[config.mk]
export PLATFORM = sky130hd
export DESIGN_NAME = cpu_control_fsm
export DESIGN_NICKNAME = d
export VERILOG_FILES = /design/src/rtl/cpu_control_fsm.sv
export SDC_FILE = /design/constraint.sdc
export NUM_CORES = 1
export LEC_CHECK = 0
export ABC_AREA = 1
export CAP_MARGIN = 20
export CORE_ASPECT_RATIO = 1.2
export CORE_UTILIZATION = 30
export CTS_BUF_LIST = sky130_fd_sc_hd__clkbuf_16
export DETAILED_ROUTE_END_ITERATION = 6
export GPL_TIMING_DRIVEN = 0
export SETUP_SLACK_MARGIN = 0.4
export SLEW_MARGIN = 20
export SYNTH_ARGS = -nofsm -noshare
export SYNTH_HDL_FRONTEND = slang
export SYNTH_SLANG_ARGS = --single-unit
[constraint.sdc]
create_clock -name clk -period 2.5 [get_ports clk]
set_input_delay 0.25 -clock clk [delete_from_list [all_inputs] [get_ports clk]]
set_output_delay 0.25 -clock clk [all_outputs]
set_load 0.01 [all_outputs]
[src/rtl/cpu_control_fsm.sv]
// cpu_control_fsm
//   Multi-cycle control unit for the 16-opcode ISA. Sequences
//   IDLE -> FETCH -> EXEC [-> MEM] -> FETCH, with HALT reached on the EOE
//   instruction or on a bus timeout. Control outputs are combinational from
//   state, opcode and the ready strobes. State, wait counter, bus_err and
//   retired are registered.
//
// Handshake semantics: IL (instruction) and dmem_req (data) act as valid.
//   Each one stays high for every cycle the controller sits in FETCH or MEM.
//   imem_ready / dmem_ready act as ready. A transfer completes in the cycle
//   where request and ready are both high, and the state advances on the
//   following edge. A request is withdrawn early only on timeout or reset.
//
// Ports:
//   clk, reset (async, active-low)
//   opcode, Rd                 decoded instruction fields
//   imem_ready, dmem_ready     memory completion strobes
//   resume                     leave HALT
//   FS, PS, MB, resultSource, RW, MW, BC, IL, dmem_req, EOE   control word
//   bus_err                    sticky wait-state timeout flag
//   retired                    completed-instruction count (wraps)
//   state_dbg                  current FSM state encoding
module cpu_control_fsm #(
  parameter int FS_W     = 3,
  parameter int RD_W     = 4,
  parameter int WAIT_W   = 4,
  parameter int MAX_WAIT = 15,
  parameter int CNT_W    = 16
) (
  input  logic              clk,
  input  logic              reset,
  input  logic [3:0]        opcode,
  input  logic [RD_W-1:0]   Rd,
  input  logic              imem_ready,
  input  logic              dmem_ready,
  input  logic              resume,
  output logic [FS_W-1:0]   FS,
  output logic [1:0]        PS,
  output logic              MB,
  output logic [1:0]        resultSource,
  output logic              RW,
  output logic              MW,
  output logic [1:0]        BC,
  output logic              IL,
  output logic              dmem_req,
  output logic              EOE,
  output logic              bus_err,
  output logic [CNT_W-1:0]  retired,
  output logic [2:0]        state_dbg
);

  typedef enum logic [2:0] {
    ST_IDLE  = 3'd0,
    ST_FETCH = 3'd1,
    ST_EXEC  = 3'd2,
    ST_MEM   = 3'd3,
    ST_HALT  = 3'd4
  } state_t;

  localparam logic [3:0] OP_LI  = 4'd8;
  localparam logic [3:0] OP_LW  = 4'd9;
  localparam logic [3:0] OP_SW  = 4'd10;
  localparam logic [3:0] OP_BIZ = 4'd11;
  localparam logic [3:0] OP_BNZ = 4'd12;
  localparam logic [3:0] OP_JAL = 4'd13;
  localparam logic [3:0] OP_JMP = 4'd14;

  localparam logic [WAIT_W-1:0] WAIT_LIMIT = WAIT_W'(MAX_WAIT);

  state_t            state, next_state;
  logic [WAIT_W-1:0] wait_cnt;
  logic              wait_inc;
  logic              set_err;
  logic              clr_err;
  logic              retire;

  assign state_dbg = state;

  always_ff @(posedge clk or negedge reset) begin
    if (!reset) begin
      state    <= ST_IDLE;
      wait_cnt <= '0;
      bus_err  <= 1'b0;
      retired  <= '0;
    end else begin
      state <= next_state;
      // Any state change restarts the count, so FETCH and MEM always begin at 0.
      if (next_state != state) begin
        wait_cnt <= '0;
      end else if (wait_inc) begin
        wait_cnt <= wait_cnt + 1'b1;
      end
      if (set_err) begin
        bus_err <= 1'b1;
      end else if (clr_err) begin
        bus_err <= 1'b0;
      end
      if (retire) begin
        retired <= retired + 1'b1;
      end
    end
  end

  always_comb begin
    next_state   = state;
    FS           = '0;
    PS           = 2'd0;
    MB           = 1'b0;
    resultSource = 2'd0;
    RW           = 1'b0;
    MW           = 1'b0;
    BC           = 2'd3;
    IL           = 1'b0;
    dmem_req     = 1'b0;
    EOE          = 1'b0;
    wait_inc     = 1'b0;
    set_err      = 1'b0;
    clr_err      = 1'b0;
    retire       = 1'b0;

    unique case (state)
      ST_IDLE: begin
        next_state = ST_FETCH;
      end

      ST_FETCH: begin
        IL = 1'b1;
        // Ready is checked before the limit so a late ready still succeeds.
        if (imem_ready) begin
          PS         = 2'd1;
          next_state = ST_EXEC;
        end else if (wait_cnt == WAIT_LIMIT) begin
          set_err    = 1'b1;
          next_state = ST_HALT;
        end else begin
          wait_inc = 1'b1;
        end
      end

      ST_EXEC: begin
        if (!opcode[3]) begin
          FS         = FS_W'(opcode[2:0]);
          RW         = 1'b1;
          next_state = ST_FETCH;
        end else begin
          unique case (opcode)
            OP_LI: begin
              MB           = 1'b1;
              resultSource = 2'd3;
              RW           = 1'b1;
              next_state   = ST_FETCH;
            end
            OP_LW, OP_SW: next_state = ST_MEM;
            OP_BIZ: begin
              PS         = 2'd2;
              BC         = 2'd0;
              next_state = ST_FETCH;
            end
            OP_BNZ: begin
              PS         = 2'd2;
              BC         = 2'd1;
              next_state = ST_FETCH;
            end
            OP_JAL: begin
              PS           = 2'd2;
              resultSource = 2'd1;
              RW           = 1'b1;
              next_state   = ST_FETCH;
            end
            OP_JMP: begin
              PS         = 2'd2;
              next_state = ST_FETCH;
            end
            default: begin
              // Opcode 15: Rd selects JR, EOE or NOP.
              if (Rd == '0) begin
                PS         = 2'd3;
                next_state = ST_FETCH;
              end else if (&Rd) begin
                next_state = ST_HALT;
              end else begin
                next_state = ST_FETCH;
              end
            end
          endcase
        end
        // Loads/stores retire in MEM. EOE is never counted.
        retire = (next_state == ST_FETCH);
      end

      ST_MEM: begin
        dmem_req     = 1'b1;
        resultSource = 2'd2;
        if (dmem_ready) begin
          if (opcode == OP_SW) begin
            MW = 1'b1;
          end else begin
            RW = 1'b1;
          end
          retire     = 1'b1;
          next_state = ST_FETCH;
        end else if (wait_cnt == WAIT_LIMIT) begin
          set_err    = 1'b1;
          next_state = ST_HALT;
        end else begin
          wait_inc = 1'b1;
        end
      end

      ST_HALT: begin
        EOE = 1'b1;
        if (resume) begin
          clr_err    = 1'b1;
          next_state = ST_FETCH;
        end
      end

      default: begin
        next_state = ST_IDLE;
      end
    endcase
  end

endmodule

==> summary.txt <==
Run status
  – Outcome: finished with violations
  – Failing checks: hold timing

Cells and area
  – Final instance area: between 2000 and 2500 µm²
  – Number of nets in the layout: 300
  – Diode count: 0
  – Core Util, Final: approximately 44%
  – Layout cells sized above 1: between 10% and 20%
  – P&R area growth vs syn: 39.6%

GRT
  – Vias in the first global route: approximately 1600
  – GRT Total Usage: 14.6%
  – Initial antenna violation count: 0
  – Largest net degree at the start of global routing: 25
  – First-pass GRT wire length: 7.02 mm
  – Grt ovf: 0

Worst setup path
  – Critical Path RT: 2.25 ns
  – Critical Path AT: between 1.5 and 2 ns
  – Critical-path top delay cell: clkdlybuf4s50_1
  – CP delay by family, top: buffers and inverters
  – Worst setup path class: primary input to output port
  – Critical path endpoint category: output port
  – Critical path's largest stage delay: between 0.5 and 0.6 ns
  – Critical path buffers and inverters: 4
  – Startpoint class of the critical path: primary input
  – Reg2reg start: retired[0]
  – CP Launch Point: opcode[2]
  – Crit Path Max Fanout: 4
  – Crit path cell chain: clkdlybuf4s50_1 -> inv_1 -> nand2_2 -> inv_1 -> nand3_1 -> nor2_1 -> clkdlybuf4s50_1

Drt
  – Residual DRC count: 0
  – Drt wl/cell: around 12 µm
  – Router iterations before antenna repair: 4
  – Final wirelength: about 4.0 mm
  – Routed vias/inst: ~4.7
  – ANT nets after route: 0
  – Drt initial violations: 60
  – Via count: between 1500 and 2000

CTS
  – CTS Buf Count: 3
  – CTS sink count: 24
  – Clock root cell: clkbuf_16
  – Worst skew pair latency: between 0.2 and 0.3 ns
  – CTS Hold Bufs: 0
  – H-tree depth: 1
  – Clock slew at reported path FFs: roughly 0.060 ns
  – Clk buf depth: 2
  – CTS tree: built

STA
  – Worst rel slew slack: around 65%
  – Hold Vio Cnt, Final: 24
  – Skew final: 0.00135 ns
  – Final worst-path cycle share: a little over 80%
  – Setup TNS: 0 ns
  – Max Slew Vio Count: 0
  – FMAX: approximately 490 MHz
  – Worst Tran Pin Value: about 0.53 ns
  – Hold slack: -0.0291 ns
  – Final-report setup violation count: 0
  – RSZ-0062 raised after global routing: false
  – Min cycle time layout: between 2 and 2.5 ns

Synthesis
  – Syn. warnings: 0
  – Leading area contributor after synthesis: dfrtp_1
  – FF+latch count, synth: 24
  – Post-synth top area share: between 30% and 40%
  – Ranking of synthesized cells by area: dfrtp_1 36%, nand2_1 13%, inv_1 7.0%
  – Register area share after synthesis: a little over a third
  – Syn_area_per_cell: between 7 and 8 µm²
  – Mapped Cells: roughly 230
  – Syn_nets: around 240
  – Post-synthesis cell type count: 32
  – Synth Cell Area: roughly 1700 µm²

Floorplan
  – Die ar.: between 5000 and 6000 µm²
  – Core box area: roughly 5300 µm²
  – # rows: 29
  – Initial Util: between 30 and 40%
  – Die height: ~84 µm
  – I/O pin cnt: 48
  – Die Wd: between 70 and 80 µm

Power
  – PD cells: between 800 and 900 nW/µm²
  – P_leak: 1.08 nW
  – Peak supply drop: roughly 470 µV

Placed design
  – Port bufs: 47
  – GPL Wtd Cong: between 0.8 and 0.9
  – Post-DP HPWL: 3.20 mm
  – Post-DP Area: approximately 2200 µm²

Hold path
  – HP Class: primary input to asynchronous set/reset pin

Flow run
  – Maxcap violations: 0
area by class of cell:
type                       count  area [µm²]
buffer                         3        27.5
clock buffer                   3        75.1
clock inverter                 1        3.75
fill                         568        3010
inverter                      33         124
multi-input combinational    169         930
sequential                    24         603
tap                           62        77.6
timing repair buffer          51         485
layout by cell type, fill, tap and decap left out, types with 3 or more instances in the layout:
| cell | count |
|---|---|
| buf_4 | 4 |
| clkbuf_16 | 3 |
| clkdlybuf4s50_1 | 37 |
| dfrtp_1 | 22 |
| dlygate4sd2_1 | 6 |
| inv_1 | 31 |
| nand2_1 | 56 |
| nand2_2 | 8 |
| nand3_1 | 22 |
| nand4_1 | 4 |
| nor2_1 | 23 |
| nor2_2 | 3 |
| nor3_1 | 10 |
| o21ai_0 | 9 |
| xor2_1 | 12 |
routing by layer:
layer | global-route usage, % | vias up | routed length [µm]
met5 | 0 | - | 0
met4 | 4.00 | 0 | 28
met3 | 2.17 | 4 | 188
met2 | 25.7 | 47 | 2030
met1 | 18.3 | 741 | 1790
li1 | - | 849 | -
Yosys cell counts (all sizes together):
cell	count
nand2	65
nand4	5
ha	2
nand3	25
dfrtp	24
and2	1
o211ai	1
o21ai	10
nor3	10
or2	1
a21o	1
buf	3
nor2	28
xor2	12
inv	33
xnor2	2
a31oi	2
o41ai	1
a311oi	1
o22ai	2
report_power, final:
part | switching (W) | internal [W] | leakage [nW]
clock network | 0.000133 | 0.000214 | 0.0385
registers | 0.000135 | 0.000502 | 0.309
logic | 0.000575 | 0.000498 | 0.735
total | 0.000843 | 0.00121 | 1.08
per-stage QoR:
step	power, W	std cells	worst slack [ns]
after global routing	0.00222	346	0.404
after detailed placement	0.00171	338	0.319
final	0.00206	346	0.475
after floorplan	0.00125	229	0.873
after global placement	0.00169	338	0.326
after CTS	0.00207	345	0.391
flip-flops by register name, summed over array words and instances, names as in the netlist:
register / count
state_dbg: 3
wait_cnt: 4
retired: 16
bus_err: 1
timing repair:
item / 4_1_cts / 5_1_grt
pin swaps: 1 / 0
resized for setup: 10 / 7
endpoints found under the setup margin: 10 / 7
buffers inserted: 3 / 1
logic make-up after synthesis:
kind of cell | share of synthesized area, %
AOI/OAI and AO/OA | 7.13
xor gates and xnor gates | 7.81
adders and majority gates | 1.50
buffers and inverters | 8.86
DFF | 36.0
and+or+nand+nor | 38.7
path summary, 6_finish.rpt:
path | end | slack (ns) | cells past startpoint
min in group clk | bus_err | 0.53 | 2
min | retired[14] | -0.03 | 1
max | MW | 0.47 | 7
max reg2reg | retired[14] | 0.91 | 8
min reg2reg | bus_err | 0.53 | 2
max in group asynchronous | state_dbg[2] | 2.14 | 1
(Power assumes the default switching activity.)
